--- src/rtl/logger_record_packer.sv ---
// Serialises one-cycle timestamp event records into 13-byte framed packets
// (sync, event, seq, ts, checksum) and writes them to the logger byte FIFO.
module logger_record_packer #(
   parameter logic [7:0] SYNC_BYTE = 8'hA5,
   parameter int         CNT_W     = 16
) (
   input  logic             clk,
   input  logic             rst,
   input  logic             rec_valid,
   input  logic [7:0]       rec_event,
   input  logic [15:0]      rec_seq,
   input  logic [63:0]      rec_ts,
   output logic             rec_ready,
   output logic             fifo_wr_en,
   output logic [7:0]       fifo_din,
   input  logic             fifo_full,
   input  logic             fifo_prog_full,
   output logic             busy,
   output logic [CNT_W-1:0] drop_count
);

   localparam logic [0:0] IDLE = 1'b0;
   localparam logic [0:0] EMIT = 1'b1;

   localparam logic [3:0] LAST_IDX = 4'd12;

   logic [0:0]  state;
   logic [3:0]  idx;
   logic [7:0]  cap_event;
   logic [15:0] cap_seq;
   logic [63:0] cap_ts;
   logic [7:0]  cap_csum;
   logic [7:0]  csum_in;
   logic        accept;
   logic        drop;

   // Outputs are forced quiet while rst is high so a reset aborts a frame at once.
   always_comb begin
      rec_ready  = !rst && (state == IDLE) && !fifo_prog_full;
      busy       = !rst && (state == EMIT);
      fifo_wr_en = busy && !fifo_full;
      accept     = rec_valid && rec_ready;
      drop       = rec_valid && !rec_ready;
   end

   // Checksum covers bytes 0..11 and is taken from the inputs at accept time.
   always_comb begin
      csum_in = SYNC_BYTE ^ rec_event ^ rec_seq[15:8] ^ rec_seq[7:0];
      for (int unsigned i = 0; i < 8; i++) begin
         csum_in = csum_in ^ rec_ts[i*8 +: 8];
      end
   end

   always_comb begin
      fifo_din = '0;
      if (state == EMIT) begin
         case (idx)
            4'd0:    fifo_din = SYNC_BYTE;
            4'd1:    fifo_din = cap_event;
            4'd2:    fifo_din = cap_seq[15:8];
            4'd3:    fifo_din = cap_seq[7:0];
            4'd4:    fifo_din = cap_ts[63:56];
            4'd5:    fifo_din = cap_ts[55:48];
            4'd6:    fifo_din = cap_ts[47:40];
            4'd7:    fifo_din = cap_ts[39:32];
            4'd8:    fifo_din = cap_ts[31:24];
            4'd9:    fifo_din = cap_ts[23:16];
            4'd10:   fifo_din = cap_ts[15:8];
            4'd11:   fifo_din = cap_ts[7:0];
            4'd12:   fifo_din = cap_csum;
            default: fifo_din = '0;
         endcase
      end
   end

   always_ff @(posedge clk) begin
      if (rst) begin
         state     <= IDLE;
         idx       <= '0;
         cap_event <= '0;
         cap_seq   <= '0;
         cap_ts    <= '0;
         cap_csum  <= '0;
      end else if (accept) begin
         state     <= EMIT;
         idx       <= '0;
         cap_event <= rec_event;
         cap_seq   <= rec_seq;
         cap_ts    <= rec_ts;
         cap_csum  <= csum_in;
      end else if (fifo_wr_en) begin
         if (idx == LAST_IDX) begin
            state <= IDLE;
            idx   <= '0;
         end else begin
            idx <= idx + 4'd1;
         end
      end
   end

   always_ff @(posedge clk) begin
      if (rst) begin
         drop_count <= '0;
      end else if (drop && (drop_count != '1)) begin
         drop_count <= drop_count + 1'b1;
      end
   end

endmodule

--- config.mk ---
export PLATFORM = sky130hd
export DESIGN_NAME = logger_record_packer
export DESIGN_NICKNAME = d
export VERILOG_FILES = /design/src/rtl/logger_record_packer.sv
export SDC_FILE = /design/constraint.sdc
export NUM_CORES = 1
export LEC_CHECK = 0
export BUFFER_PORTS_ARGS = -buffer_cell sky130_fd_sc_hd__buf_2
export CAP_MARGIN = 20
export CORE_ASPECT_RATIO = 1.4
export CORE_MARGIN = 2
export CORE_UTILIZATION = 60
export CTS_BUF_LIST = sky130_fd_sc_hd__clkbuf_16
export CTS_CLUSTER_SIZE = 10
export DETAILED_ROUTE_END_ITERATION = 10
export PLACE_DENSITY = 0.86
export SYNTH_ARGS = -nofsm -noshare
export SYNTH_HDL_FRONTEND = slang
export SYNTH_SLANG_ARGS = --single-unit
export TNS_END_PERCENT = 50
--- constraint.sdc ---
create_clock -name clk -period 4.3 [get_ports clk]
set_clock_uncertainty 0.05 [all_clocks]
set_input_delay 0.215 -clock clk [delete_from_list [all_inputs] [get_ports clk]]
set_output_delay 0.215 -clock clk [all_outputs]
set_load 0.02 [all_outputs]
Yosys cells after proc, flatten, opt, wreduce, memory -nomap -nowiden
Index checks and enable logic that the tools add are counted.
Widths: inputs -> output; s select.
Cells by class
  add/subtract/negate cells: 2
  eq/ne operators: 13
  multiplexer cells: 6
  bitwise gates (word level): 12
  reduce and logical (&&, ||, !) cells: 16
Operators by type and width (number)
  $pmux 8 s13: 1
  $xor 8x8->8: 10
  $eq 4x4->1 const B: 5
  $add 16x1->16 const B: 1
  $eq 4x3->1 const B: 4
  $ne 16x16->1 const B: 1
  $eq 4x2->1 const B: 2
  $mux 8: 1
  $logic_and 1x1->1: 7
  $add 4x1->4 const B: 1
  $eq 4x1->1 const B: 1
  $logic_not 1->1: 4
  $logic_not 4->1: 1
  $mux 4: 1
  $not 4->4: 1
  $reduce_bool 2->1: 2
  $mux 1: 3
  $reduce_and 2->1: 1
  $reduce_or 2->1: 1
  $not 1->1: 1
Word-level totals
  flip-flop bits (word level): 117
  bits of input ports: 93
  output and inout bits: 27

Longest topological paths before layout
Gate-level depths: netlist of run 1.
  depth in word-level cells: 11
  gate-level depth with buffers: 8
  depth with buffers taken out: 6

Worst setup path after synthesis of run 1
Ideal clock, no wire load.
  path type: register to register
  start point: reg drop_count[0]
  end point: reg drop_count[12]
  library setup time: 0.121 ns
  arrival: 1.908 ns
  required time: 4.129 ns
  setup slack: 2.222 ns
  stages on the path, launching flop included: 7
  path buffers: 1
  cells stage by stage: dfxtp_1 > ha_1 > nand3_1 > or3_1 > buf_2 > nor4b_2 > mux2_2
On the way
  word-level cells in the longest chain between the ends: 2
  elaborated cells between the ends (all ways): 3
RTL lines
  from (decl): line 19  | output logic [CNT_W-1:0] drop_count
  from (signal assigned): line 105  | drop_count <= drop_count + 1'b1;
  branches (longest 2 deep; another with $add 16x1->16)
Several ways; the timed one is not identified.
A chain may end at the register's enable or synchronous reset.

Final worst setup path of run 1
  start point: reg idx[1]
  end point: out fifo_din[6]
On the way
  word-level cells in the longest chain between the ends: 3
  elaborated cells between the ends (all ways): 15
RTL lines
  from (decl): line 28  | logic [3:0] idx;
  from (signal assigned): line 96  | idx <= idx + 4'd1;
  $eq 4x4->1 (tied with other cells): line 57  | case (idx)
  $pmux 8 s13 *: line 57
  $mux 8 *: line 56  | if (state == EMIT) begin
  to (decl): line 15  | output logic [7:0] fifo_din,
Every way passes the cells marked *; elsewhere a longest branch is shown, timed or not.

==> impl_metrics.tcl, run 1 <==
set metrics [dict create \
    synth_cell_types 51 \
    seqPwrFrac 0.394 \
    die-area_mm2 0.01070 \
    max-cap-violations 0 \
    cts_tree "done" \
    start_util 0.6231 \
    cts_resized 0 \
    syn_avg_cell_area_um2 8.053 \
    switching_share 0.2661 \
    clkLatencyLatePin_ps 430 \
    grt_start_max_net_pins 123 \
    drt_first_pass_iters 6 \
    setup_viol 0 \
    drt_iter0_markers 845 \
    cp-start-kind "flip-flop" \
    hold_depth 3 \
    drc_errors 0 \
    grt_pass1_vias 6551 \
    status "finished, violations left" \
    r2r-end "drop_count[12]" \
    ys_async_sr_fraction 0 \
    power.internal_uw 2220 \
    post-route-min-period_ps 3131 \
    die_w_um 88 \
    wl_per_cell_um 19.89 \
    drive_gt1_frac 0.1779 \
    hold_end "cap_ts[56]" \
    synth_fp_nets 834 \
    routabilityCongestion 0.9543 \
    synth_area_leaders "dfxtp_1 (40%), nand2_1 (12%), xnor2_1 (7.7%)" \
    synth_top_area_share 0.3952 \
    power.switching_uw 804.9 \
    grtUsageTotal 0.3971 \
    tightest_slew_ps 1000 \
    synth.most_common_cell "nand2_1" \
    chipHeight_um 121.6 \
    slew_headroom 0.3320 \
    clock.fmax_ghz 0.3194 \
    pwr-share-comb 0.151 \
    wl_um 20870 \
    portBuffers 119 \
    reg2reg_from "drop_count[1]" \
    io-pin-count 120 \
    yosysTopAreaCell "dfxtp_1" \
    multi_input_area_mm2 0.003329 \
    synth-seq-cells 117 \
    synth_edf_count 0 \
    htreeDepth 4 \
    rr_worst_depth 5 \
    cts_root_buf "clkbuf_16" \
    rows 42 \
    worstSetupEndpointType "output port" \
    crit_type "reg2out" \
    clk_pin_slew_ps 50 \
    cp.arrival_ps 2870 \
    min_from "rec_ts[56]" \
    hp-class "in2reg" \
    syn_inst 736 \
    synth-seq-area-share 0.3952 \
    rrSetupSlack_ps 2170 \
    numCtsBuffers 17 \
    cts_sinks 117 \
    syn2layout_area_growth_pct 33.08 \
    antenna_found_initial 0 \
    utilization 0.8293 \
    rsz0062_at_grt "false" \
    final_nets 1001 \
    grt_overflow 0 \
    cts_max_path_buffers 2 \
    hold_violations 1 \
    synth.cell_area_mm2 0.005927 \
    n_fill_cell 526 \
    tns_ps 0 \
    drtAntennaViolNets 0 \
    p_clk_frac 0.455 \
    register_area_mm2 0.002342 \
    ir_drop_uv 323.7 \
    worstPathRequired_ps 4030 \
    grt_pass1_wl_um 32200 \
    hold-worst-slack_ps -8.936 \
    ys.flop_type "dfxtp_1" \
    p_leak_uw 0.003303 \
    netlist_top_cells_count "nand2_1 (195), dfxtp_1 (117), nand3_1 (75), xnor2_1 (52), o21ai_0 (44)" \
    drv_slew 0 \
    hpwlAfterDp_um 11510 \
    pwr_density_cell_mw_per_mm2 383.5 \
    finalCritPeriodShare 0.7280 \
    violations "hold timing" \
    cts_setup_buffers 0 \
    crit_fanout 22 \
    core_mm2 0.009512 \
    yosysWarnings 0 \
    vias 6491 \
    viasPerCell 6.188 \
]
[worst max-delay path: stages, from the launching register on]
cell,delay [ps]
dfxtp_1,340
inv_1,140
ha_1,710
nor3_1,170
a21oi_1,160
o21ai_1,240
a41oi_1,430
buf_2,240
[layout make-up]
class	count	share of cell area
sequential	117	0.2970
tap	132	0.02094
timing repair buffer	204	0.1846
inverter	7	0.003331
multi-input combinational	556	0.4221
antenna	1	0.0003173
clock inverter	15	0.01777
clock buffer	17	0.05393
[power groups by stage]
stage / combinational (uW) / clock (uW) / sequential, uW
global route: 484 / 1410 / 1190
finish: 456 / 1380 / 1190
detailed placement: 369 / 0 / 1210
global placement: 356 / 0 / 1210
floorplan: 254 / 0 / 1190
CTS: 429 / 1350 / 1190
[logic make-up (layout without fill, tap and decap cells)]
group                    Yosys count  in the layout  share of synthesized area
AO/OA/AOI/OAI                    137            137                     0.1509
XOR/XNOR                          72             72                     0.1250
AND/OR/NAND/NOR                  331            331                     0.2548
flip-flops                       117            117                     0.3952
buffers and inverters             63            243                    0.04391
multiplexers                      11             11                    0.01963
other                              0              1                          0
adder cells (fa/ha/maj)            5              5                    0.01056
[metrics by stage]
| step | area (um^2) | total power, uW | instances | setup WS (ps) | hold slack (ps) |
|---|---|---|---|---|---|
| finish | 7888 | 3025 | 1049 | 1169 | -8.936 |
| global route | 7885 | 3088 | 1048 | 1137 | 6.420 |
| CTS | 7858 | 2965 | 1047 | 1323 | 1.355 |
| detailed placement | 6481 | 1577 | 934 | 1774 | 380.5 |
| global placement | 6481 | 1564 | 934 | 1919 | 374.8 |
| floorplan | 5927 | 1445 | 736 | 2222 | 264.0 |
[per-layer routing]
layer,track usage,share of wire,vias to the layer above
met5,0,0,-
met4,0.2538,0.080,0
met3,0.1003,0.076,150
met2,0.6828,0.51,456
met1,0.4243,0.34,2980
li1,-,-,2905
[registers in the layout, indices dropped and copies added, names as in the netlist]
name and flops:
state 1, cap_ts 64, cap_event 8, cap_seq 16
idx 4, drop_count 16, cap_csum 8
[cells in the final DEF (no fill, tap or decap), types with 4 or more instances in the layout]
master / instances
a21oi_1: 19
a221oi_1: 6
a222oi_1: 7
a22o_1: 4
a22oi_1: 14
a311oi_1: 4
and3_1: 4
and4_1: 5
buf_2: 119
clkbuf_16: 17
clkinvlp_4: 6
dfxtp_1: 117
dlygate4sd3_1: 81
ha_1: 5
inv_1: 6
mux2_2: 5
mux2i_1: 6
nand2_1: 194
nand3_1: 75
nand3b_1: 7
nor2_1: 10
nor2b_1: 6
nor3_1: 6
o21ai_0: 44
o21ai_1: 11
o31ai_1: 12
or4_1: 11
xnor2_1: 52
xnor3_1: 8
xor2_1: 12
[worst max-delay path by stage]
stage,start,end,slack (ps)
finish,idx[1],fifo_din[6],1170
detailed placement,idx[1],fifo_din[6],1770
floorplan,drop_count[0],drop_count[12],2220
global route,idx[1],fifo_din[4],1140
global placement,idx[1],fifo_din[6],1920
CTS,idx[1],fifo_din[6],1320
[timing repair]
item / in CTS / in global routing
hold buffers: 81 / 0
endpoints found under the setup margin: 0 / 0
hold endpoints to repair: 81 / 0
Power figures use the tool's default switching activity.
==> inputs of run 2 (changes only) <==
- ABC_AREA: default -> 1
- CORE_UTILIZATION: 60 -> 57
- PLACE_DENSITY: 0.86 -> 0.81
- clock period: 4.3 -> 3 ns (I/O delays scaled with it)
==> impl_metrics.tcl, run 2 <==
set metrics [dict create \
    ys_async_sr_fraction 0 \
    yosysTopAreaCell "dfxtp_1" \
    setup_viol 0 \
    power.switching_uw 1135 \
    final_common_cell "nand2_1" \
    hold_depth 3 \
    core_mm2 0.01182 \
    portBuffers 119 \
    slew_headroom 0.4943 \
    die_w_um 96.97 \
    drt_iter0_markers 418 \
    grt_start_max_net_pins 55 \
    ys.flop_type "dfxtp_1" \
    hpwlAfterDp_um 13430 \
    worstPathRequired_ps 2800 \
    final_nets 1391 \
    top_register "cap_ts" \
    chipHeight_um 134.2 \
    cts_tree "done" \
    pwr-share-comb 0.155 \
    crit_fanout 8 \
    clk_pin_slew_ps 50 \
    yosysWarnings 0 \
    utilization 0.7359 \
    crit_top_cell "nor2_1" \
    grt_pass1_vias 7270 \
    synth_edf_count 0 \
    synth_cell_types 30 \
    min_from "rec_ts[4]" \
    drt_first_pass_iters 5 \
    cp.arrival_ps 2410 \
    cpPeakStageDelay_ps 600 \
    final_cell_mix "nand2_1 (370), inv_1 (201), nor2_1 (122)" \
    cp_num_buf_inv 3 \
    cpMaxStageDelayCell "nor2_1" \
    hp-class "in2reg" \
    seqPwrFrac 0.390 \
    use_met2 0.5471 \
    start_util 0.5836 \
    ir_drop_uv 316.3 \
    max-cap-violations 0 \
    busiest_layer "met2" \
    largest_reg_flops 64 \
    path_cells "inv_1, ha_1, inv_1, nor2_1, nand2_1, o21ai_1, nor2_1, nand2_1, nor2_1, nor2_1, buf_2" \
    drive_gt1_frac 0.1401 \
    crit_type "reg2out" \
    antenna_cells 0 \
    reg2reg_from "idx[0]" \
    hold_end "cap_ts[4]" \
    synth_area_leaders "dfxtp_1 (34%), nand2_1 (20%), inv_1 (11%)" \
    cp_top_family "simple AND/OR/NAND/NOR gates" \
    die-area_mm2 0.01301 \
    vias 7579 \
    grtUsageMet3 0.05784 \
    top_regs "cap_ts (64), cap_seq (16), drop_count (16)" \
    drtAntennaViolNets 0 \
    grt_overflow 0 \
    post-route-min-period_ps 2615 \
    syn2layout_area_growth_pct 26.10 \
    r2r-end "idx[2]" \
    drc_errors 0 \
    htreeDepth 4 \
    wl_per_cell_um 13.43 \
    rsz0062_at_grt "false" \
    grtUsageTotal 0.3012 \
    tns_ps 0 \
    status "finished clean" \
    switching_share 0.2628 \
    worstSetupEndpointType "output port" \
    syn_inst 1119 \
    rows 47 \
    p_clk_frac 0.456 \
    synth.most_common_cell "nand2_1" \
    hold_violations 0 \
    n_fill_cell 973 \
    clock.fmax_ghz 0.3824 \
    p_leak_uw 0.004446 \
    drv_slew 0 \
    synth_top_area_share 0.3396 \
    grt_pass1_wl_um 32410 \
    wl_um 19520 \
    finalCritPeriodShare 0.8716 \
    netlist_top_cells_count "nand2_1 (370), inv_1 (198), nor2_1 (122), dfxtp_1 (117), nand3_1 (79)" \
    cts_sinks 117 \
    synth-seq-cells 117 \
    tightest_slew_ps 755.7 \
    antenna_found_initial 0 \
    finalNonFillerCells 1453 \
    io-pin-count 120 \
    syn_avg_cell_area_um2 6.164 \
    cts_setup_buffers 0 \
    rrSetupSlack_ps 1110 \
    cts_root_buf "clkbuf_16" \
    synth.cell_area_mm2 0.006898 \
    cts_max_path_buffers 2 \
    routabilityCongestion 0.9025 \
    viasPerCell 5.216 \
    place_inst 1368 \
    pwr_density_cell_mw_per_mm2 496.4 \
    gr-usage-met1 0.3426 \
    cp-start-kind "flip-flop" \
    synth-seq-area-share 0.3396 \
    numCtsBuffers 17 \
    clkLatencyLatePin_ps 420 \
    power.internal_uw 3183 \
    synth_fp_nets 1217 \
    rr_worst_depth 5 \
]
[run 2: changes by cell type after synthesis, sizes merged, moves of 13 or more]
cell	before	now
a22o	4	19
a22oi	14	0
clkbuf	37	3
inv	7	201
nand2	195	379
nor2	10	131
o21ai	55	70
o22ai	0	39
o31ai	13	0
xnor2	52	14
[run 2: cell type report]
class | count | area (um^2) | share of cell area
clock inverter | 15 | 147.6 | 0.01697
inverter | 201 | 754.5 | 0.08674
timing repair buffer | 178 | 1184 | 0.1361
multi-input combinational | 778 | 3661 | 0.4209
tap | 147 | 183.9 | 0.02114
clock buffer | 17 | 425.4 | 0.04891
sequential | 117 | 2342 | 0.2693
[run 2: what timing repair did]
item                      in CTS  in global routing
gates resized for setup        0                  0
hold buffers                  53                  0
hold endpoints to repair      53                  0
[run 2: metal layers]
layer / wire length (um) / part of all wire / vias up
met5: 0 / 0 / -
met4: 633 / 0.032 / 0
met3: 1134 / 0.058 / 63
met2: 9888 / 0.51 / 260
met1: 7864 / 0.40 / 3424
li1: - / - / 3832
[run 2: worst max-delay path by stage]
stage,slack [ps],start,cells after the start,endpoint
after floorplan,1300,idx[1],10,fifo_din[0]
after global placement,960,idx[1],11,fifo_din[2]
after detailed placement,900,idx[1],11,fifo_din[7]
after CTS,440,idx[1],11,fifo_din[7]
after global routing,220,idx[1],11,fifo_din[0]
final,390,idx[1],11,fifo_din[2]
[run 2: power by group through the flow]
stage | Combinational [uW] | Sequential [uW] | Clock [uW]
2_1_floorplan | 409 | 1700 | 0
3_3_place_gp | 586 | 1710 | 0
3_5_place_dp | 598 | 1710 | 0
4_1_cts | 656 | 1680 | 1970
5_1_grt | 752 | 1690 | 2050
6_report | 667 | 1680 | 1970
[run 2: logic make-up (layout without fill, tap and decap cells)]
| kind of cell | count (synthesis) | count (layout) | share of synthesized area |
|---|---|---|---|
| adder cells (fa/ha/maj) | 5 | 5 | 0.009069 |
| AND/OR/NAND/NOR | 601 | 601 | 0.3615 |
| XOR/XNOR | 24 | 24 | 0.03047 |
| flip-flops | 117 | 117 | 0.3396 |
| AO/OA/AOI/OAI | 148 | 148 | 0.1297 |
| buffers and inverters | 224 | 411 | 0.1297 |
[run 2: worst reg2reg max path: stages, from the launching register on]
cell and delay, ps:
dfxtp_1 350, inv_1 110, ha_1 230, nand3_1 400, o21ai_0 530, nor2_1 100
[run 2: stage by stage]
| stage | hold WS, ps | area, um^2 | setup WS [ps] | power (uW) |
|---|---|---|---|---|
| after global routing | 17.78 | 8698 | 220.4 | 4491 |
| after CTS | 1.199 | 8698 | 443.3 | 4309 |
| after floorplan | 212.7 | 6898 | 1302 | 2113 |
| final | 2.429 | 8698 | 385.2 | 4318 |
| after detailed placement | 338.7 | 7595 | 899.3 | 2309 |
| after global placement | 332.9 | 7595 | 963.6 | 2296 |
==> inputs of run 3 (changes only) <==
- ABC_AREA: 1 -> default
- CORE_UTILIZATION: 57 -> 55
- PLACE_DENSITY: 0.81 -> 0.8
==> impl_metrics.tcl, run 3 (same netlist as run 1, synthesis figures left out) <==
set metrics [dict create \
    finalNonFillerCells 1071 \
    die-area_mm2 0.01163 \
    cp_num_buf_inv 2 \
    drt_iter0_markers 545 \
    cp_top_family "adder cells" \
    setup_ws_ps 231.3 \
    largest_reg_flops 64 \
    use_met2 0.5939 \
    rows 44 \
    final_nets 1017 \
    ir_drop_uv 400.8 \
    crit_fanout 21 \
    grtUsageMet3 0.06057 \
    top_register "cap_ts" \
    cts_setup_buffers 0 \
    cts_resized 0 \
    wl_per_cell_um 17.99 \
    antenna_found_initial 2 \
    cp-start-kind "flip-flop" \
    worstSetupEndpointType "output port" \
    rsz0062_at_grt "false" \
    cp.arrival_ps 2570 \
    gr-usage-met1 0.3546 \
    grt_pass1_vias 6320 \
    busiest_layer "met2" \
    dpl_worst_slack_ps 715.3 \
    tightest_slew_ps 781.6 \
    drv_slew 0 \
    n_fill_cell 727 \
    status "finished clean" \
    htreeDepth 4 \
    cts_sinks 117 \
    viasPerCell 5.820 \
    drt_first_pass_iters 8 \
    start_util 0.5666 \
    crit_type "reg2out" \
    numCtsBuffers 17 \
    place_inst 949 \
    drive_gt1_frac 0.1815 \
    post-route-min-period_ps 2769 \
    final_common_cell "nand2_1" \
    total_power_uw 4078 \
    cts_max_path_buffers 2 \
    cts_tree "done" \
    cts-hold-fix-buffers 89 \
    setup_viol 0 \
    top_regs "cap_ts (64), cap_seq (16), drop_count (16)" \
    io-pin-count 120 \
    grt_pass1_wl_um 30390 \
    p_leak_uw 0.003378 \
    wl_um 19270 \
    grt_overflow 0 \
    path_cells "inv_1, ha_1, a21boi_0, a311oi_1, a31oi_1, nor2_1, buf_2" \
    hold_violations 0 \
    grtUsageTotal 0.3322 \
    cts_root_buf "clkbuf_16" \
    drtAntennaViolNets 0 \
    die_w_um 91.74 \
    pwr_density_cell_mw_per_mm2 510.5 \
    tns_ps 0 \
    routabilityCongestion 0.9177 \
    clock.fmax_ghz 0.3612 \
    cpPeakStageDelay_ps 690 \
    clk_pin_slew_ps 50 \
    chipHeight_um 126.8 \
    core_mm2 0.01046 \
    cpMaxStageDelayCell "ha_1" \
    syn2layout_area_growth_pct 34.79 \
    drc_errors 0 \
    hpwlAfterDp_um 12070 \
    finalCritPeriodShare 0.9229 \
    max-cap-violations 0 \
    portBuffers 119 \
    slew_headroom 0.4789 \
    clkLatencyLatePin_ps 410 \
    hp-class "in2reg" \
    vias 6233 \
    final_cell_mix "nand2_1 (194), buf_2 (119), dfxtp_1 (117)" \
    worstPathRequired_ps 2800 \
    grt_start_max_net_pins 99 \
]
==> run 3: cell type report <==
| cell class | count | area, um^2 | share of cell area |
|---|---|---|---|
| inverter | 7 | 26.28 | 0.003289 |
| tap | 138 | 172.7 | 0.02161 |
| timing repair buffer | 220 | 1614 | 0.2020 |
| antenna | 2 | 5.005 | 0.0006265 |
| clock inverter | 14 | 73.82 | 0.009240 |
| sequential | 117 | 2342 | 0.2932 |
| clock buffer | 17 | 425.4 | 0.05325 |
| multi-input combinational | 556 | 3329 | 0.4168 |
==> run 3: where the power goes <==
group	internal, uW	switching, uW
Combinational	350	296
Clock	1020	706
Sequential	1640	62.8
==> run 3: per-stage QoR <==
stage	cell area (um^2)	util	hold slack, ps
2_1_floorplan	5927	-	199.0
5_1_grt	7989	0.7638	172.7
3_5_place_dp	6594	0.6304	317.4
6_report	7989	0.7638	138.9
4_1_cts	7984	0.7633	126.1
3_3_place_gp	6594	0.6304	309.4
==> run 3: tightest hold or removal path: stages <==
cell,delay (ps)
buf_2,130
o31a_1,130
nand3b_1,90
a21oi_1,60
==> run 3: final timing paths <==
check	start	end	slack [ps]	cells after the start
worst max-delay path	idx[0]	fifo_din[3]	230	7
worst min register to register	cap_ts[14]	cap_ts[14]	410	2
worst max register to register	drop_count[0]	drop_count[12]	870	5
worst min-delay path	rec_valid	drop_count[1]	140	4
==> run 3: routing by layer <==
| layer | vias up | routed length, um |
|---|---|---|
| li1 | 2944 | - |
| met1 | 2913 | 7086 |
| met2 | 296 | 9863 |
| met3 | 80 | 1066 |
| met4 | 0 | 1252 |
| met5 | - | 0 |
